===== src/rtl/if_fetch_pkg.sv =====
// Shared constants and fetch-state encoding for the instruction fetch stage.
package if_fetch_pkg;

    localparam logic RST_ENABLE = 1'b1;
    localparam logic STOP       = 1'b1;
    localparam logic NO_STOP    = 1'b0;

    localparam int INST_ADDR_W = 32;
    localparam int INST_W      = 32;

    localparam logic [INST_W-1:0] ZERO_WORD = '0;

    typedef enum logic [2:0] {
        IF_S_B0,
        IF_S_B1,
        IF_S_B2,
        IF_S_B3,
        IF_S_DONE
    } fetch_state_e;

    // Byte offset from pc that a fetch state is reading; S_DONE reads nothing.
    function automatic logic [1:0] byteLane(input fetch_state_e s);
        case (s)
            IF_S_B1: return 2'd1;
            IF_S_B2: return 2'd2;
            IF_S_B3: return 2'd3;
            default: return 2'd0;
        endcase
    endfunction

endpackage


===== src/rtl/if_fetch_icache.sv =====
// Direct-mapped word cache for the fetch stage, used only when IFETCH_ICACHE_EN is defined.
// Only word-aligned PCs can hit or fill; instruction memory is read-only so no invalidation.
module ifetch_icache
    import if_fetch_pkg::*;
#(
    parameter int LINES = 16
) (
    input  logic                   clk,
    input  logic                   rst,
    input  logic [INST_ADDR_W-1:0] lookup_pc_i,
    output logic                   hit_o,
    output logic [INST_W-1:0]      line_o,
    input  logic                   fill_en_i,
    input  logic [INST_ADDR_W-1:0] fill_pc_i,
    input  logic [INST_W-1:0]      fill_data_i
);

    localparam int IDX_W = $clog2(LINES);
    localparam int TAG_W = INST_ADDR_W - IDX_W - 2;

    logic [INST_W-1:0] data_q [LINES];
    logic [TAG_W-1:0]  tag_q  [LINES];
    logic [LINES-1:0]  valid_q;

    logic [IDX_W-1:0] lookupIdx;
    logic [IDX_W-1:0] fillIdx;
    logic [TAG_W-1:0] lookupTag;
    logic [TAG_W-1:0] fillTag;
    logic             fillWrite;

    assign lookupIdx = lookup_pc_i[IDX_W+1:2];
    assign lookupTag = lookup_pc_i[INST_ADDR_W-1:IDX_W+2];
    assign fillIdx   = fill_pc_i[IDX_W+1:2];
    assign fillTag   = fill_pc_i[INST_ADDR_W-1:IDX_W+2];

    assign hit_o = valid_q[lookupIdx] && (tag_q[lookupIdx] == lookupTag)
                   && (lookup_pc_i[1:0] == 2'b00);
    assign line_o    = data_q[lookupIdx];
    assign fillWrite = fill_en_i && (fill_pc_i[1:0] == 2'b00);

    always_ff @(posedge clk) begin
        if (rst == RST_ENABLE) begin
            valid_q <= '0;
        end else if (fillWrite) begin
            valid_q[fillIdx] <= 1'b1;
        end
    end

    // Payload arrays carry no reset; the valid bits alone qualify them.
    always_ff @(posedge clk) begin
        if (fillWrite) begin
            data_q[fillIdx] <= fill_data_i;
            tag_q[fillIdx]  <= fillTag;
        end
    end

endmodule


===== src/rtl/if_fetch.sv =====
// Instruction fetch stage: assembles each 32-bit instruction from four byte reads and
// presents it to IF/ID. Defining IFETCH_ICACHE_EN adds a direct-mapped word cache.
module if_fetch
    import if_fetch_pkg::*;
#(
    parameter int ICACHE_LINES = 16
) (
    input  logic                   clk,
    input  logic                   rst,
    input  logic [5:0]             stall,
    input  logic                   branch_flag_i,
    input  logic [INST_ADDR_W-1:0] branch_target_i,
    output logic                   mem_req_o,
    output logic [INST_ADDR_W-1:0] mem_addr_o,
    input  logic                   mem_gnt_i,
    input  logic [7:0]             mem_data_i,
    output logic [INST_ADDR_W-1:0] if_pc,
    output logic [INST_W-1:0]      if_inst,
    output logic                   stallreq_o
);

    if (ICACHE_LINES < 2 || (ICACHE_LINES & (ICACHE_LINES - 1)) != 0) begin : g_badLines
        $error("if_fetch: ICACHE_LINES must be a power of two and at least 2");
    end

    fetch_state_e           state_q, state_d;
    logic [INST_ADDR_W-1:0] pc_q, pc_d;
    logic [INST_W-1:0]      instBuf_q, instBuf_d;

    logic [1:0]             lane;
    logic [INST_ADDR_W-1:0] fetchAddr;
    logic                   inFetch;
    logic                   cacheHit;
    logic [INST_W-1:0]      cacheLine;
    logic                   unusedStall;

    assign lane        = byteLane(state_q);
    assign fetchAddr   = pc_q + {30'b0, lane};
    assign inFetch     = (state_q != IF_S_DONE);
    assign unusedStall = ^stall[5:1];

`ifdef IFETCH_ICACHE_EN
    logic cacheHitRaw;
    logic cacheFill;

    // The last byte comes straight off the bus; bytes 0..2 are already buffered.
    assign cacheFill = (rst != RST_ENABLE) && !branch_flag_i
                       && (state_q == IF_S_B3) && mem_gnt_i;
    assign cacheHit  = cacheHitRaw && (state_q == IF_S_B0);

    ifetch_icache #(
        .LINES(ICACHE_LINES)
    ) u_icache (
        .clk         (clk),
        .rst         (rst),
        .lookup_pc_i (pc_q),
        .hit_o       (cacheHitRaw),
        .line_o      (cacheLine),
        .fill_en_i   (cacheFill),
        .fill_pc_i   (pc_q),
        .fill_data_i ({mem_data_i, instBuf_q[23:0]})
    );
`else
    assign cacheHit  = 1'b0;
    assign cacheLine = ZERO_WORD;
`endif

    // A redirect overrides everything, including a grant or cache hit in the same cycle.
    always_comb begin
        pc_d      = pc_q;
        state_d   = state_q;
        instBuf_d = instBuf_q;
        if (branch_flag_i) begin
            pc_d      = branch_target_i;
            state_d   = IF_S_B0;
            instBuf_d = ZERO_WORD;
        end else if (cacheHit) begin
            instBuf_d = cacheLine;
            state_d   = IF_S_DONE;
        end else if (state_q == IF_S_DONE) begin
            case (stall[0])
                NO_STOP: begin
                    pc_d    = pc_q + 32'd4;
                    state_d = IF_S_B0;
                end
                STOP: begin
                end
            endcase
        end else if (mem_gnt_i) begin
            instBuf_d[{lane, 3'b000} +: 8] = mem_data_i;
            case (state_q)
                IF_S_B0: state_d = IF_S_B1;
                IF_S_B1: state_d = IF_S_B2;
                IF_S_B2: state_d = IF_S_B3;
                default: state_d = IF_S_DONE;
            endcase
        end
    end

    always_ff @(posedge clk) begin
        if (rst == RST_ENABLE) begin
            pc_q      <= '0;
            state_q   <= IF_S_B0;
            instBuf_q <= ZERO_WORD;
        end else begin
            pc_q      <= pc_d;
            state_q   <= state_d;
            instBuf_q <= instBuf_d;
        end
    end

    // Outputs are forced quiet during reset and the instruction is squashed on redirect.
    always_comb begin
        mem_req_o  = 1'b0;
        mem_addr_o = '0;
        if_pc      = '0;
        if_inst    = ZERO_WORD;
        stallreq_o = 1'b0;
        if (rst != RST_ENABLE) begin
            if_pc      = pc_q;
            stallreq_o = inFetch && !branch_flag_i;
            if (inFetch) begin
                mem_req_o  = !cacheHit;
                mem_addr_o = fetchAddr;
            end else if (!branch_flag_i) begin
                if_inst = instBuf_q;
            end
        end
    end

endmodule


===== config.mk =====
export PLATFORM = sky130hd
export DESIGN_NAME = if_fetch
export DESIGN_NICKNAME = d
export VERILOG_FILES = /design/src/rtl/if_fetch_pkg.sv /design/src/rtl/if_fetch_icache.sv /design/src/rtl/if_fetch.sv
export SDC_FILE = /design/constraint.sdc
export NUM_CORES = 1
export LEC_CHECK = 0
export ABC_AREA = 0
export CAP_MARGIN = 40
export CELL_PAD_IN_SITES_DETAIL_PLACEMENT = 0
export CELL_PAD_IN_SITES_GLOBAL_PLACEMENT = 1
export CORE_MARGIN = 1
export CORE_UTILIZATION = 29
export CTS_CLUSTER_SIZE = 16
export DETAILED_ROUTE_END_ITERATION = 10
export PLACE_DENSITY_LB_ADDON = 0.1
export SLEW_MARGIN = 20
export SYNTH_ARGS = -nofsm -noshare
export SYNTH_HDL_FRONTEND = slang
export SYNTH_HIERARCHICAL = 1
export SYNTH_SLANG_ARGS = --single-unit

===== constraint.sdc =====
create_clock -name clk -period 2.5 [get_ports clk]
set_clock_uncertainty 0.2 [all_clocks]
set_input_delay 0.25 -clock clk [delete_from_list [all_inputs] [get_ports clk]]
set_output_delay 0.25 -clock clk [all_outputs]
set_load 0.02 [all_outputs]

# == Yosys cells after proc, flatten, opt, wreduce, memory -nomap -nowiden ==
# Cells that the tools add are included.
# totals
regBits,67
output_inout_bits,98
wordCells,43
input_bits,50
# classes
n_bitwise,1
eq_ne,7
n_addsub,3
n_mux,18
n_reduce_logical,9
shifts,2
# ops
operator,count
2-to-1 mux 32 bit,9
adder 32 x 2 -> 32 bit,1
adder 32 x 3 -> 32 bit (second input constant),1
bitwise mux 32 bit,1
variable shift 8 x 7 -> 32 bit (first input constant),1
indexed part select 8 x 7 -> 32 bit,1
2-to-1 mux 3 bit,3
case mux 3 bit (3 select lines),1
negator 5 -> 7 bit,1
== test 3 x 2 -> 1 bit (second input constant),2
case mux 2 bit (3 select lines),1
AND reduction 2 bit,3
nonzero test 2 bit,2
== test 3 x 1 -> 1 bit (second input constant),1
== test 3 bit (second input constant),1
zero test 3 bit,1
2-to-1 mux 1 bit,3
inequality test 3 bit (second input constant),1
inequality test 2 x 1 -> 1 bit (second input constant),1
inequality test 2 bit (second input constant),1
OR reduction 2 bit,1
logical AND 1 bit,1
zero test 1 bit,1
inverter 1 bit,1

# == Logic depth before layout (Yosys ltp) ==
# depth
depth_word,5
ltp_mapped,10

# == Worst setup path before layout ==
# Ideal clock, no wire load.
# synth_timing
kind,reg2out
from,reg state_q[2]
to,out mem_addr_o[31]
slack_ns,-0.217
path_stages_with_launch,10
n_path_buf,2
arrival_ns,2.267
path_cell_list,dfxtp_1 > buf_2 > nand2b_1 > inv_1 > ha_1 > a21o_1 > clkbuf_1 > nand2_1 > or3_1 > a21oi_1
# synth_between
elab_chain_cells,5
# synth_lines
element,line,source
"start, declared",if_fetch.sv:26,"fetch_state_e state_q, state_d;"
"start signal, assigned",if_fetch.sv:107,state_q <= state_d;
== test 3 x 2 -> 1 bit / == test 3 x 1 -> 1 bit (equally long branches),if_fetch_pkg.sv:23,case (s)
case mux 2 bit (3 select lines),if_fetch_pkg.sv:23,
adder 32 x 2 -> 32 bit,if_fetch.sv:38,"assign fetchAddr = pc_q + {30'b0, lane};"
2-to-1 mux 32 bit (*),if_fetch.sv:122,if (inFetch) begin
2-to-1 mux 32 bit (*),if_fetch.sv:119,if (rst != RST_ENABLE) begin
"end, declared",if_fetch.sv:14,"output logic [INST_ADDR_W-1:0] mem_addr_o,"
# Every way passes the cells marked *; elsewhere a longest branch is shown, timed or not.

# == Worst setup path after layout ==
# layout_timing
from,reg state_q[2]
to,out mem_addr_o[20]
# The elaborated chain is that of the path after synthesis.

==> out/results.ini <==
[status]
status=finished with violations
violations=setup timing

[cells_and_area]
final_nets=822
stdcell_area_um2=6960
antenna_cells=0
drive_above_1_share_pct=26.8
utilization_pct=47.7
mostFrequentLayoutCells=buf_4, clkdlybuf4s50_1, nor2_1
fill_cells=1452
final_common_cell=buf_4
syn_to_final_growth_pct=59.9

[pwr]
power.density_nw_per_um2=415
ir_drop_mv=0.313
p_leak_nw=2.95

[die]
dieArea_um2=15500
io_pins=148
design.core.area_um2=14600
start_util_pct=29.8
die_h_um=125
die_w_um=125
fp-row-count=44

[logic_synthesis]
yosys_warnings=6
ys.flop_type=dfxtp_1
synthCells=572
synth_area_um2=4350
synth-seq-cells=67
async_reset_ff_share_pct=0
synth-seq-area-share_pct=30.8
synth_edf_count=0
synth.distinct_cells=44
syn_avg_cell_area_um2=7.61
synth_nets=631

[grt]
antenna_found_initial=0
grt_max_degree=50
grt_pass1_wl_um=24800
grt.total_usage_pct=20.0
grt_pass1_vias=4690
grt_overflow=0

[detailed_routing]
routed_wl_um=15400
drt_iter0_markers=258
wl_per_cell_um=16.1
drtAntennaViolNets=0
dr_total_vias=4754
vias_per_cell=4.99
drc=0
drt-pass1-iter-count=4

[worst_setup_path]
worstPathCellList=nand2b_4, inv_2, ha_4, fa_2, and2_4, nand3b_1, xor2_1, nor2_2, buf_6
r2r_start=state_q[0]
required_ns=2.05
slowest_stage=fa_2
crit_path_max_fanout=5
path_delay_family=adder cells
end_kind=output port
cp.arrival_ns=2.05
crit_buf_inv=2
start_kind=register
worstSetupPathType=reg2out
crit_start=state_q[2]
cp_slowest_stage_delay_ns=0.38

[cts]
htreeDepth=3
clock_latency_ns=0.34
clock_sinks=67
cts_tree=done
clk_pin_slew_ns=0.06
numCtsBuffers=9
clock-root-buffer=clkbuf_16
cts_max_path_buffers=2

[sta]
setup-violations-final=1
post-route-period-util_pct=100
worst_slew_pin_slew_ns=0.581
relSlewSlack_pct=61.1
fin_crit_ns=2.50
setup_ws_ns=-0.00369
timing.final.hold_violations=0
rsz0062_at_grt=yes
slew_violations=0
max_freq_ghz=0.399

[placed_design]
hpwl_um=11300
placed_area_um2=6470
gp_congestion=0.837
port_buffers=142

[min_path]
hold_class=reg2reg
holdCritStartpoint=instBuf_q[26]

[flow_run]
cap_violations=0

==> layer usage <==
metal / routed length (um) / vias to the layer above / GRT usage [%]
met5: 0 / - / 0
met4: 216 / 0 / 5.17
met3: 737 / 17 / 4.42
met2: 7160 / 115 / 32.3
met1: 7240 / 2253 / 26.8
li1: - / 2369 / -
==> layout make-up <==
cell class                 instances  area [um2]  share of cell area [%]
multi-input combinational        444        2960                    42.5
timing repair buffer             233        2120                    30.4
sequential                        67        1350                    19.3
clock buffer                      12         246                    3.54
tap                              184         230                    3.31
inverter                           8        32.5                   0.467
clock inverter                     4        26.3                   0.378
==> power by group <==
group	switching [W]	leakage, nW	internal, W	total [W]
logic	0.000297	2.27	0.000278	0.000576
registers	0.0000343	0.549	0.00111	0.00114
clock network	0.000471	0.133	0.000696	0.00117
total	0.000803	2.95	0.00208	0.00288
==> metrics by stage <==
stage | hold WS (ns) | power (W) | setup TNS (ns) | worst slack (ns) | std cells
2_1_floorplan | 0.176 | 0.00144 | 0 | 0.0150 | 572
3_3_place_gp | 0.260 | 0.00173 | -5.25 | -0.350 | 931
3_5_place_dp | 0.264 | 0.00173 | -6.09 | -0.374 | 931
4_1_cts | 0.267 | 0.00291 | -0.618 | -0.0951 | 950
5_1_grt | 0.292 | 0.00302 | -1.38 | -0.109 | 952
6_report | 0.271 | 0.00288 | -0.00369 | -0.00369 | 952
==> registers in the layout, indices dropped and copies added, names as in the netlist <==
register   count
pc_q          32
instBuf_q     32
state_q        3
==> cell usage after synthesis, drive strengths merged, types with 8 or more instances <==
cell type	n	area, um2
nor2	77	289
dfxtp	67	1340
nand2	52	195
nand3	47	260
xor2	37	324
clkbuf	34	128
nor2b	31	194
o21ai	26	130
and3	22	138
nand4	21	131
buf	20	116
a21oi	18	90.1
a32o	16	160
a211oi	15	118
xnor2	14	123
nor3	10	80.1
ha	8	100
==> path summary, 6_finish.rpt <==
| check | endpoint | slack, ns | cells past startpoint |
|---|---|---|---|
| hold / removal | instBuf_q[26] | 0.27 | 2 |
| setup / recovery | mem_addr_o[20] | -0.004 | 9 |
| hold reg to reg | instBuf_q[26] | 0.27 | 2 |
| setup reg to reg | pc_q[11] | 0.28 | 5 |
==> worst register-to-register path, stage by stage, from the launching register on <==
cell and delay [ns]:
dfxtp_1 0.34, buf_4 0.17, nor4b_4 0.56, nand3_2 0.26, or3_1 0.36, a311oi_1 0.25
==> repair_timing <==
item	in CTS	in global routing
pin swaps	26	26
setup buffers	2	2
endpoints found under the setup margin	51	46
hold buffers	0	0
gates cloned	1	0
gates resized for setup	184	66
==> cells by family (layout without fill, tap and decap cells) <==
| family | count (synthesis) | after routing | synth area share [%] |
|---|---|---|---|
| AND/OR/NAND/NOR | 294 | 295 | 35.8 |
| multiplexers | 3 | 3 | 0.690 |
| flip-flops | 67 | 67 | 30.8 |
| AO/OA/AOI/OAI | 86 | 86 | 13.3 |
| adder cells (fa/ha/maj) | 9 | 9 | 2.76 |
| buffers and inverters | 62 | 257 | 6.29 |
| XOR/XNOR | 51 | 51 | 10.3 |
Power figures use the tool's default switching activity.
